## src/rtl/bus_group_arbiter.sv

```systemverilog
// Round-robin arbiter sharing one slave valid/ready/data/resp/mreq channel
// between N_MST masters, with bounded lock tenures for back-to-back transfers.
module bus_group_arbiter #(
    parameter int N_MST    = 2,
    parameter int DW       = 32,
    parameter int MAX_LOCK = 16
) (
    input  logic                  i_clk,
    input  logic                  i_rstn,
    input  logic [N_MST-1:0]      i_m_valid,
    input  logic [N_MST*DW-1:0]   i_m_data,
    input  logic [N_MST-1:0]      i_m_mreq,
    output logic [N_MST-1:0]      o_m_ready,
    output logic [DW-1:0]         o_m_data,
    output logic [N_MST-1:0]      o_m_resp,
    output logic                  o_s_valid,
    input  logic                  i_s_ready,
    output logic [DW-1:0]         o_s_data,
    input  logic [DW-1:0]         i_s_data,
    input  logic                  i_s_resp,
    output logic                  o_s_mreq,
    output logic [N_MST-1:0]      o_grant,
    output logic                  o_busy
);

    localparam int IW  = (N_MST > 1) ? $clog2(N_MST) : 1;
    localparam int LCW = $clog2(MAX_LOCK) + 1;
    localparam logic [LCW-1:0] LOCK_LAST = LCW'(MAX_LOCK - 1);

    typedef enum logic {
        ARB  = 1'b0,
        BUSY = 1'b1
    } state_t;

    state_t           r_state, w_state_nxt;
    logic [IW-1:0]    r_owner, w_owner_nxt;
    logic [IW-1:0]    r_last, w_last_nxt;
    logic [LCW-1:0]   r_lock_cnt, w_lock_cnt_nxt;
    logic [N_MST-1:0] r_grant, w_grant_nxt;

    logic [IW-1:0]    w_winner;
    logic             w_found;
    logic             w_own_valid;
    logic             w_own_mreq;
    logic             w_hs;
    logic [DW-1:0]    w_data_arr [N_MST];

    for (genvar k = 0; k < N_MST; k++) begin : g_slice
        assign w_data_arr[k] = i_m_data[k*DW +: DW];
    end

    // Round-robin scan: first requester strictly after the last owner, wrapping.
    always_comb begin
        int            idx_int;
        logic [IW-1:0] idx;
        // NOTE: every combinational output gets a default before any branch,
        // otherwise an untaken path holds its old value and infers a latch.
        idx_int  = 0;
        idx      = '0;
        w_found  = 1'b0;
        w_winner = r_last;
        for (int i = 1; i <= N_MST; i++) begin
            idx_int = (int'(r_last) + i) % N_MST;
            idx     = IW'(idx_int);
            if (!w_found && i_m_valid[idx]) begin
                w_found  = 1'b1;
                w_winner = idx;
            end
        end
    end

    assign w_own_valid = i_m_valid[r_owner];
    assign w_own_mreq  = i_m_mreq[r_owner];

    always_comb begin
        o_s_valid      = 1'b0;
        o_s_data       = '0;
        o_s_mreq       = 1'b0;
        o_m_ready      = '0;
        o_m_resp       = '0;
        w_hs           = 1'b0;
        w_state_nxt    = r_state;
        w_owner_nxt    = r_owner;
        w_last_nxt     = r_last;
        w_lock_cnt_nxt = r_lock_cnt;
        w_grant_nxt    = r_grant;

        case (r_state)
            ARB: begin
                if (w_found) begin
                    w_state_nxt           = BUSY;
                    w_owner_nxt           = w_winner;
                    w_grant_nxt           = '0;
                    w_grant_nxt[w_winner] = 1'b1;
                    w_lock_cnt_nxt        = '0;
                end
            end
            BUSY: begin
                o_s_valid          = w_own_valid;
                o_s_data           = w_data_arr[r_owner];
                o_s_mreq           = w_own_mreq && (r_lock_cnt < LOCK_LAST);
                o_m_ready[r_owner] = i_s_ready;
                o_m_resp[r_owner]  = i_s_resp && i_s_ready && w_own_valid;
                w_hs               = w_own_valid && i_s_ready;

                if (w_hs && o_s_mreq) begin
                    w_lock_cnt_nxt = r_lock_cnt + 1'b1;
                end else if (w_hs || !w_own_valid) begin
                    // Tenure ends on an unlocked/final beat or when the owner goes idle.
                    w_state_nxt = ARB;
                    w_last_nxt  = r_owner;
                    w_grant_nxt = '0;
                end
            end
            default: begin
                w_state_nxt = ARB;
                w_grant_nxt = '0;
            end
        endcase
    end

    always_ff @(posedge i_clk or negedge i_rstn) begin
        if (!i_rstn) begin
            r_state    <= ARB;
            r_owner    <= '0;
            r_last     <= IW'(N_MST - 1);
            r_lock_cnt <= '0;
            r_grant    <= '0;
        end else begin
            // NOTE: non-blocking assignments so every register samples the
            // pre-edge values, independent of statement order.
            r_state    <= w_state_nxt;
            r_owner    <= w_owner_nxt;
            r_last     <= w_last_nxt;
            r_lock_cnt <= w_lock_cnt_nxt;
            r_grant    <= w_grant_nxt;
        end
    end

    assign o_m_data = i_s_data;
    assign o_grant  = r_grant;
    assign o_busy   = (r_state == BUSY);

endmodule

```

## config.mk

```make
export PLATFORM = sky130hd
export DESIGN_NAME = bus_group_arbiter
export DESIGN_NICKNAME = d
export VERILOG_FILES = /design/src/rtl/bus_group_arbiter.sv
export SDC_FILE = /design/constraint.sdc
export NUM_CORES = 1
export LEC_CHECK = 0
export ABC_CLOCK_PERIOD_IN_PS = 1650
export CAP_MARGIN = 10
export CELL_PAD_IN_SITES_DETAIL_PLACEMENT = 1
export CELL_PAD_IN_SITES_GLOBAL_PLACEMENT = 1
export CORE_MARGIN = 3
export CORE_UTILIZATION = 16
export DETAILED_ROUTE_END_ITERATION = 7
export GPL_ROUTABILITY_DRIVEN = 0
export PLACE_DENSITY_LB_ADDON = 0.1
export SLEW_MARGIN = 10
export SYNTH_ARGS = -nofsm -noshare
export SYNTH_HDL_FRONTEND = slang
export SYNTH_SLANG_ARGS = --single-unit
```

## constraint.sdc

```tcl
create_clock -name i_clk -period 1.65 [get_ports i_clk]
set_clock_uncertainty 0.1 [all_clocks]
set_input_delay 0.33 -clock i_clk [delete_from_list [all_inputs] [get_ports i_clk]]
set_output_delay 0.33 -clock i_clk [all_outputs]
set_load 0.005 [all_outputs]
```

Word level (Yosys, flattened, before mapping)

Cells that the tools add are included.

Equal/unequal tests: 4
$lt $le $gt $ge: 8
Bitwise logic cells: 5
Mux-type cells: 35
Reductions and logical operators: 15
$add $sub $neg: 3

Operator list:

| operator              | count |
|---|---|
| $mux W32              | 4 |
| $mux W1               | 19 |
| $mux W2               | 5 |
| $mux W5               | 2 |
| $pmux W5 S2           | 1 |
| $logic_and A1 B1 Y1   | 8 |
| $lt A1 B2 Y1 const B  | 4 |
| $reduce_and A3 Y1     | 2 |
| $add A5 B1 Y5 const B | 1 |
| $lt A5 B4 Y1 const B  | 1 |
| $and A2 B2 Y2         | 2 |
| $ne A2 B1 Y1 const B  | 2 |
| $ne A2 B2 Y1 const B  | 2 |
| $pmux W2 S2           | 1 |
| $reduce_and A2 Y1     | 2 |
| $add A1 B1 Y1 const B | 2 |
| $demux W1 S1          | 2 |
| $ge A1 B1 Y1 const B  | 2 |
| $ge A2 B2 Y1 const B  | 1 |
| $logic_not A1 Y1      | 2 |
| $not A1 Y1            | 2 |
| $not A1 Y2            | 1 |
| $pmux W1 S2           | 1 |
| $logic_or A1 B1 Y1    | 1 |

Logic and storage cells: 75
Output and inout port bits: 73
Input port bits: 104
Register bits after elaboration: 10

Depth between registers and ports, before layout

Gate-level depths: netlist of run 1.

Depth in word-level cells: 13
Depth in mapped cells: 5
Depth with buffers taken out: 4

Worst setup path before layout of run 1

Ideal clock, no wire load.

Path kind: register -> output
From: register r_owner
To: output port o_s_data[0]
Path slack: 0.140 ns
Stages on the path, launching flop included: 5
Path buffers: 2
Arrival time: 1.080 ns
Cells stage by stage: dfrtp_1 buf_2 buf_2 mux2i_1 nor2b_1

Word-level cells in the longest chain between the ends: 5

Ends and longest elaborated chain:

| item                                         | RTL line | text |
|---|---|---|
| start, declared                              | 36       | `logic [IW-1:0] r_owner, w_owner_nxt;` |
| start signal, assigned                       | 133      | `r_owner <= w_owner_nxt;` |
| $not A1 Y2 (not written as such)             | 100      | `o_s_data = w_data_arr[r_owner];` |
| $mux W32 (not written as such) (3 in series) | 100      |  |
| $mux W32                                     | 88       | `case (r_state)` |
| end, declared                                | 18       | `output logic [DW-1:0] o_s_data,` |

No other way between the ends. The select of a mux whose other input is x is not followed.

Final worst setup path of run 1

From: register r_owner
To: output port o_s_valid

Word-level cells in the longest chain between the ends: 3

Ends and longest elaborated chain:

| item                                        | RTL line | text |
|---|---|---|
| $mux W1 (not written as such) (2 in series) | 72       | `assign w_own_valid = i_m_valid[r_owner];` |
| $mux W1                                     | 88       |  |
| end, declared                               | 16       | `output logic o_s_valid,` |

No other way between the ends. The select of a mux whose other input is x is not followed.

==> out/metrics.cfg, run 1 <==
[outcome]
status=complete, but fails checks
violations=setup timing

[die]
die_h_um=98.6
die_w_um=98.6
pin_count=177
start_util=0.166
num_rows=33
die-area_um2=9730
core_um2=8260

[critical_path]
cp.arrival_ps=1510
max_stage_delay_ps=440
critical_path.slowest_cell=dfrtp_2
r2r_cells=6
critPathLaunchType=flip-flop
r2r_setup_slack_ps=-40
crit_fanout=4
path_cells=buf_12 > buf_6 > mux2_4 > and2_4 > buf_6
crit_type=reg -> out
crit_top_cell=buf_6
end_kind=output port
startpoint=r_owner
cp.required_ps=1220
worstReg2RegEnd=r_lock_cnt[3]
worstReg2RegStart=r_owner

[yosys]
synth.distinct_cells=27
ys_top_cells_by_count=mux2i_1 (36), nor2b_1 (36), buf_4 (34)
postSynthAreaPerCell_um2=8.32
synthArstFlopShare=1.00
netlist.top_cell.by_area=mux2i_1
yosysSeqAreaShare=0.183
synth_nets=270
ys_ff_latch=10
syn_area_um2=1370
synth_adder_area_share=0.00912
synthTopCellsByArea=mux2i_1 (26%), buf_4 (19%), dfrtp_1 (16%)
synthSimpleGateAreaFrac=0.284
yosysWarnings=0
yosysTopAreaCellShare=0.263
synth_top_family_by_area=simple AND/OR/NAND/NOR gates
synthCells=165
synth-edff-count=0
synthXorXnorAreaFrac=0
synth-main-ff-cell=dfrtp_1
synth_compound_area_frac=0.0401
synth_mux_area_frac=0.273

[flow_run]
drv_cap=0

[timing]
worst_pin_slew_ps=183
min_period_over_period=1.18
layout_setup_ws_ps=-292
slew-limit-headroom=0.876
hold_viol=0
fmax_mhz=515
finalCriticalPeriod_ps=1940
slew_violations=0
setup_viol=42
rsz0062_at_grt=true
worst_hold_slack_ps=283

[final_layout]
n_antenna_cell=0
final_util=0.324
syn2layout_area_growth_pct=95.0
fin_nets=381
layout.cells.non_filler=380
drive_above_1_share=0.342

[routing]
drt-initial-drc-count=20
antenna_left=0
wl_um=6170
viasPerCell=4.12
first_pass_iters=2
drc_errors=0
avgRoutedWirePerCell_um=16.2
num_vias=1566

[placement]
dp_hpwl_um=4720
io_buffers=112
dp.cells=365

[global_routing]
antenna_found_initial=0
grt_pass1_wl_um=9360
grt_pass1_vias=1641
gr-total-overflow=0
grt_start_max_net_pins=35
grt_use_total=0.120

[clocking]
clkTransAtPathRegs_ps=50
clk_latency_ps=230
cts.path.max_buffers=2
ctsHtreeMaxLevel=1
cts_tree=yes
clock_tree.root_cell=clkbuf_8
cts_made_buffers=3
ctsHoldBuffers=0
clock-sinks=10

[power_and_ir_drop]
swShare=0.375
p_clk_frac=0.077
p_leak_uw=0.00128
p_int_uw=2160
power_frac_comb=0.805
p_switching_uw=1290
p_per_area_nw_per_um2=1290
p_seq_frac=0.119
peakVddDrop_uv=519

[min_path]
min_path_type=in -> async

-- kinds of logic after synthesis --
family	Yosys count
compound gates	8
fa+ha+maj	1
buf+inv	42
flops	10
mux	37
simple gates	67
-- how the worst max path moves through the flow --
stage          slack [ps]     endpoint  cells past startpoint
3_3_place_gp         -570     o_s_mreq                      5
6_report             -290    o_s_valid                      5
3_5_place_dp         -580     o_s_mreq                      5
4_1_cts              -290     o_s_mreq                      6
2_1_floorplan         140  o_s_data[0]                      4
5_1_grt              -340     o_s_mreq                      6
-- per-layer routing --
metal | up-vias | share of wire | wire length, um | GRT usage
met2 | 77 | 0.49 | 3020 | 0.217
li1 | 748 | - | - | -
met1 | 721 | 0.41 | 2550 | 0.146
met4 | 0 | 0.013 | 78 | 0.0252
met3 | 20 | 0.085 | 526 | 0.0262
met5 | - | 0 | 0 | 0
-- layout by cell type, fill, tap and decap left out, types with 2 or more instances in the layout --
cell / count
buf_12: 3
nor3_1: 2
clkdlybuf4s50_1: 73
and2_4: 2
a21oi_1: 2
buf_16: 3
buf_2: 35
buf_6: 9
dfrtp_2: 2
nand2_1: 9
clkbuf_8: 3
nor2_1: 5
mux2i_2: 2
nor2b_1: 35
mux2i_1: 33
and3_4: 3
buf_4: 22
dfrtp_1: 7
nand4_1: 2
inv_1: 2
-- metrics by stage --
| stage | cell area (um^2) | setup slack, ps | TNS [ps] | total power (uW) |
|---|---|---|---|---|
| after floorplan | 1370 | 140 | 0 | 1570 |
| after global placement | 2540 | -573 | -13250 | 2950 |
| after detailed placement | 2540 | -576 | -13550 | 2950 |
| after CTS | 2650 | -286 | -5810 | 3480 |
| after global routing | 2680 | -343 | -7850 | 3730 |
| final | 2680 | -292 | -4930 | 3450 |
-- sequential cells by signal, summed over array words and instances, names as in the netlist --
signal      count
o_grant         2
r_owner         1
o_busy          1
r_lock_cnt      5
r_last          1
-- timing repair --
| item | CTS | global route |
|---|---|---|
| setup endpoints to repair | 41 | 47 |
| setup buffers | 8 | 1 |
| pin swaps | 6 | 3 |
| gates cloned | 3 | 0 |
| resized for setup | 171 | 14 |
-- power by group through the flow --
stage | logic [uW] | clock network, uW | registers, uW
after CTS | 2790 | 278 | 408
after global routing | 3020 | 290 | 420
final | 2770 | 265 | 409
after floorplan | 1180 | 0 | 386
after detailed placement | 2530 | 0 | 414
after global placement | 2540 | 0 | 414
-- worst max-delay path, delay by kind of cell (launching register included) --
family	cells	cell delay, ps
simple gates	1	170
flops	1	440
buf+inv	3	370
mux	1	310
-- final cells by class --
class | count | area [um^2]
fillers | 980 | 5580
flip-flops and latches | 10 | 254
clock buffers | 4 | 45.0
repair buffers | 146 | 1320
well taps | 105 | 131
inverters | 2 | 7.51
multi-input cells | 113 | 915
Power figures use the tool's default switching activity.
==> run 2, diff against run 1 <==
- CAP_MARGIN: 10 -> 5
==> results of run 2 <==
No change in the layout: final DEF, timing and power equal those of run 1.
==> RTL edit 1: new RTL, settings of run 1 <==
Change the parameter `DW` from 32 to 16.
--- a/src/rtl/bus_group_arbiter.sv
+++ b/src/rtl/bus_group_arbiter.sv
@@ -3,5 +3,5 @@
 module bus_group_arbiter #(
     parameter int N_MST    = 2,
-    parameter int DW       = 32,
+    parameter int DW       = 16,
     parameter int MAX_LOCK = 16
 ) (
Interface: changed (resized i_m_data, i_s_data, o_m_data and o_s_data); port bits go from 177 to 97. The function was not compared with the original's and may differ.
==> RTL edit 1 against run 1 <==
- the flow still finishes with violations (negative setup slack)
- first-iteration DRC count up 20%
- combinational power down 38%
- worst setup slack better by 0.13 ns
- final area down 32%
- core utilization up 1.8 points
- count of clock-buffer cells in the layout unchanged
- register-to-register slack worse by 0.12 ns
- routed wire length down 40%
- sequential power about the same
- total power down 29%
- synthesized area down 33%
- sequential share of layout area up 4.4 points
- hold slack better by 0.068 ns
- sequential cell count unchanged
- largest cell class unchanged
==> RTL edit 1: results (changes against run 1) <==
status: "finished, violations left"
failed_checks: "negative setup slack"
final.setup.worst_slack_ns: -0.164  # +0.128 ns
portBuffers: 64  # -43%
setup_viol: 26  # -38%
track_usage_pct: 11.6  # -0.47 points
drtPass1Iterations: 3  # +1
clkLatencyLatePin_ns: 0.24
htreeDepth: 1  # unchanged
antenna_found_initial: 0  # unchanged
synth_warnings: 0  # unchanged
drt_iter0_drc: 24  # +20%
clk-power_mw: 0.313  # +18%
crit_arrival_ns: 1.87  # +0.36 ns
cts-root-buf: "clkbuf_8"
grt_pass1_wl_mm: 5.98  # -36%
grt_max_degree: 11  # -69%
grt_pass1_vias: 1252  # -24%
largest_reg_flops: 5  # unchanged
wl_per_cell_um: 14.2  # -13%
hold_path.class: "input pin to asynchronous set/reset pin"
leakagePower_nw: 0.895  # -30%
async_flop_share_pct: 100  # unchanged
drive_gt1_share_pct: 37.2  # +3.0 points
cp_max_fo: 6  # +2
cts_buffers: 3  # unchanged
viasPerCell: 4.18  # +1.5%
yosysSeqAreaShare_pct: 27.4  # +9.1 points
synth_ff_type: "dfrtp_1"
via_count: 1092  # -30%
place_area_um2: 1700  # -33%
synth.distinct_cells: 29  # +7.4%
powerComb_mw: 1.73  # -38%
maxSlewHeadroom_pct: 63.0  # -25 points
diodes: 0  # unchanged
dp_hpwl_mm: 3.05  # -35%
synthTopCellsByCount: "nor2_1, mux2i_1, buf_4"
synthCells: 110  # -33%
clockBufferDepth: 2  # unchanged
p_sw_mw: 0.915  # -29%
clk_pin_slew_ns: 0.06
max-vdd-ir-drop_uv: 524  # +0.81%
min_period_ns: 1.81  # -0.128 ns
synthTopCellsByArea: "dfrtp_1, mux2i_1, buf_4"
regMostFlops: "r_lock_cnt"
synthesis.nets: 167  # -38%
timing.setup.tns_ns: -2.38  # +2.55 ns
power_density_nw_per_um2: 1350  # +4.5%
place_inst: 249  # -32%
pre_cts_ws_ns: -0.537  # +0.0389 ns
[RTL edit 1: repair_timing]
item,CTS,global route
resized for setup,78,20
endpoints found under the setup margin,28,30
pin swaps,5,3
hold buffers,0,0
gates cloned,1,0
buffers inserted,5,3
[RTL edit 1: final timing paths]
kind | cells after the start | slack (ns) | end | from
hold / removal | 1 | 0.35 | r_lock_cnt[4] | i_rstn
max in group asynchronous | 1 | 0.70 | r_owner | i_rstn
min in group i_clk | 2 | 0.45 | o_grant[1] | o_grant[1]
hold reg to reg | 2 | 0.45 | o_grant[1] | o_grant[1]
setup / recovery | 8 | -0.16 | r_lock_cnt[3] | r_owner
setup reg to reg | 8 | -0.16 | r_lock_cnt[3] | r_owner
[RTL edit 1: logic make-up after synthesis]
| family | Yosys count | synth area share [%] |
|---|---|---|
| multiplexers | 19 | 20.8 |
| flip-flops | 10 | 27.4 |
| adder cells (fa/ha/maj) | 1 | 1.36 |
| AO/OA/AOI/OAI | 15 | 11.3 |
| AND/OR/NAND/NOR | 42 | 22.3 |
| buffers and inverters | 22 | 15.8 |
| XOR/XNOR | 1 | 0.954 |
[RTL edit 1: area by class of cell]
cell class	instances	area [um^2]
Fill cell	630	3510
Inverter	2	8.76
Timing Repair Buffer	97	831
Sequential cell	10	254
Tap cell	70	87.6
Clock buffer	4	55.1
Multi-Input combinational cell	78	587
[RTL edit 1: worst max-delay path, cell delays in order, from the launching register on]
cell     delay [ns]
dfrtp_2        0.46
buf_6          0.14
buf_6          0.10
mux2i_2        0.14
buf_4          0.16
nor4_4         0.22
buf_4          0.19
a41oi_2        0.12
nor2_1         0.11
[RTL edit 1: layer usage]
metal,vias to the layer above,GRT usage [%],part of all wire [%]
li1,531,-,-
met1,512,12.3,38
met2,43,21.9,55
met3,6,3.40,6.5
met4,0,2.99,0.84
met5,-,0,0
==> RTL edit 2: new RTL, flow settings as in run 1 <==
Without the edit above. Reset style: synchronous (`i_rstn`), changed in one clocked block.
--- a/src/rtl/bus_group_arbiter.sv
+++ b/src/rtl/bus_group_arbiter.sv
@@ -120,5 +120,5 @@
     end
 
-    always_ff @(posedge i_clk or negedge i_rstn) begin
+    always_ff @(posedge i_clk) begin
         if (!i_rstn) begin
             r_state    <= ARB;
Check against the original RTL: differs if i_rstn is asserted again (counterexample within 4 cycles, from zero or initial values and one cycle with i_rstn low); with i_rstn held inactive, the same outputs for 10 cycles.
==> RTL edit 2 against run 1 <==
- the run still ends with negative setup slack left
- register-to-register slack got worse by 0.12 ns
- worst setup slack improved by 0.14 ns
- routed wire length decreased by 3.7%
- critical endpoint is now r_lock_cnt[0]
- synthesized area decreased by 11%
- die area decreased by 10%
- sequential cell count unchanged
- final area decreased by 4.1%
Power is not compared: it rests on default switching activity, and its combinational part moved more than twofold at a synthesized area within 25%.
==> RTL edit 2: results (changes against run 1) <==
status: "finished, violations left"
failed_checks: "negative setup slack"
nFillCells: 855  # -13%
async_flop_share_pct: 0  # -100 points
clk_pin_slew_ns: 0.05  # about the same
drtPass1Iterations: 4  # +2
synthesis.nets: 269  # -0.37%
cts-root-buf: "clkbuf_8"
synthTopCellsByCount: "nor2_1, mux2i_1, buf_4"
setup_viol: 34  # -19%
crit_arrival_ns: 1.83  # +0.32 ns
track_usage_pct: 13.3  # +1.3 points
synth_warnings: 0  # unchanged
max-vdd-ir-drop_uv: 443
cp_max_fo: 7  # +3
diodes: 0  # unchanged
maxSlewHeadroom_pct: 80.1  # -7.5 points
antenna_found_initial: 0  # unchanged
via_count: 1575  # +0.57%
yosysSeqAreaShare_pct: 16.3  # -2.0 points
drive_gt1_share_pct: 35.2  # +1.0 points
synth.distinct_cells: 29  # +7.4%
timing.setup.tns_ns: -2.21  # +2.72 ns
grt_pass1_vias: 1718  # +4.7%
portBuffers: 112  # unchanged
critPathSlowestCell: "or4_4"
synth_ff_type: "dfxtp_1"
drt_iter0_drc: 25  # +25%
wl_per_cell_um: 15.7  # -3.7%
dp_hpwl_mm: 4.75  # +0.59%
grt_pass1_wl_mm: 9.37  # about the same
grt_max_degree: 13  # -63%
nNetsFinal: 387  # +1.6%
use_met3_pct: 2.09  # -0.53 points
clockBufferDepth: 2  # unchanged
leakagePower_nw: 1.13
slowest_delay_ns: 0.59  # +0.15 ns
hold_path.class: "flop to flop"
met2_usage_pct: 23.8  # +2.0 points
regMostFlops: "r_lock_cnt"
synthTopCellsByArea: "mux2i_1, buf_4, dfxtp_1"
htreeDepth: 1  # unchanged
use_met1_pct: 16.2  # +1.6 points
final.setup.worst_slack_ns: -0.156  # +0.136 ns
-- RTL edit 2: cell families (layout without fill, tap and decap cells) --
| kind of cell | Yosys count | after routing | synth area share [%] |
|---|---|---|---|
| AO/OA/AOI/OAI | 18 | 18 | 10.4 |
| adder cells (fa/ha/maj) | 1 | 1 | 1.02 |
| buffers and inverters | 45 | 162 | 24.4 |
| flip-flops | 10 | 10 | 16.3 |
| multiplexers | 34 | 34 | 27.8 |
| AND/OR/NAND/NOR | 56 | 56 | 20.0 |
-- RTL edit 2: what timing repair did --
action | in CTS | in global routing
buffers inserted | 13 | 4
pin swaps | 20 | 11
cloned | 1 | 0
setup endpoints to repair | 47 | 42
gates resized for setup | 173 | 15
-- RTL edit 2: critical path: cells and delay by family (launching register included) --
kind,cells,cell delay (ns)
DFF,1,0.37
muxes,1,0.18
AOI/OAI and AO/OA,1,0.07
and+or+nand+nor,2,0.71
buffers and inverters,2,0.25
-- RTL edit 2: power breakdown --
group | total, mW | switching [mW] | internal, mW
Clock | 0.308 | 0.0979 | 0.210
Combinational | 0.615 | 0.227 | 0.388
Sequential | 0.264 | 0.0114 | 0.253
Total | 1.19 | 0.337 | 0.851
-- RTL edit 2: path summary, 6_finish.rpt --
path	to	slack (ns)	startpoint	cells after the start
setup / recovery	r_lock_cnt[0]	-0.16	r_owner	6
setup reg to reg	r_lock_cnt[0]	-0.16	r_owner	6
hold / removal	o_grant[0]	0.39	o_grant[0]	2
hold reg to reg	o_grant[0]	0.39	o_grant[0]	2
-- RTL edit 2: layer usage --
metal	vias to the layer above	wire length, um
li1	772	-
met1	714	2400
met2	59	2960
met3	30	460
met4	0	125
met5	-	0
-- RTL edit 2: final cells by class --
cell class	instances	share of cell area [%]
clock buffers	4	2.15
well taps	99	4.83
multi-input cells	109	31.7
flip-flops and latches	10	8.09
inverters	4	0.585
repair buffers	154	52.6
-- RTL edit 2: stage by stage --
| stage | cells | area (um^2) | worst slack (ns) | power [mW] |
|---|---|---|---|---|
| floorplan | 164 | 1220 | 0.0323 | 0.512 |
| global placement | 360 | 2390 | -0.565 | 0.854 |
| detailed placement | 360 | 2390 | -0.551 | 0.856 |
| CTS | 378 | 2540 | -0.194 | 1.19 |
| global route | 380 | 2570 | -0.214 | 1.27 |
| finish | 380 | 2570 | -0.156 | 1.19 |
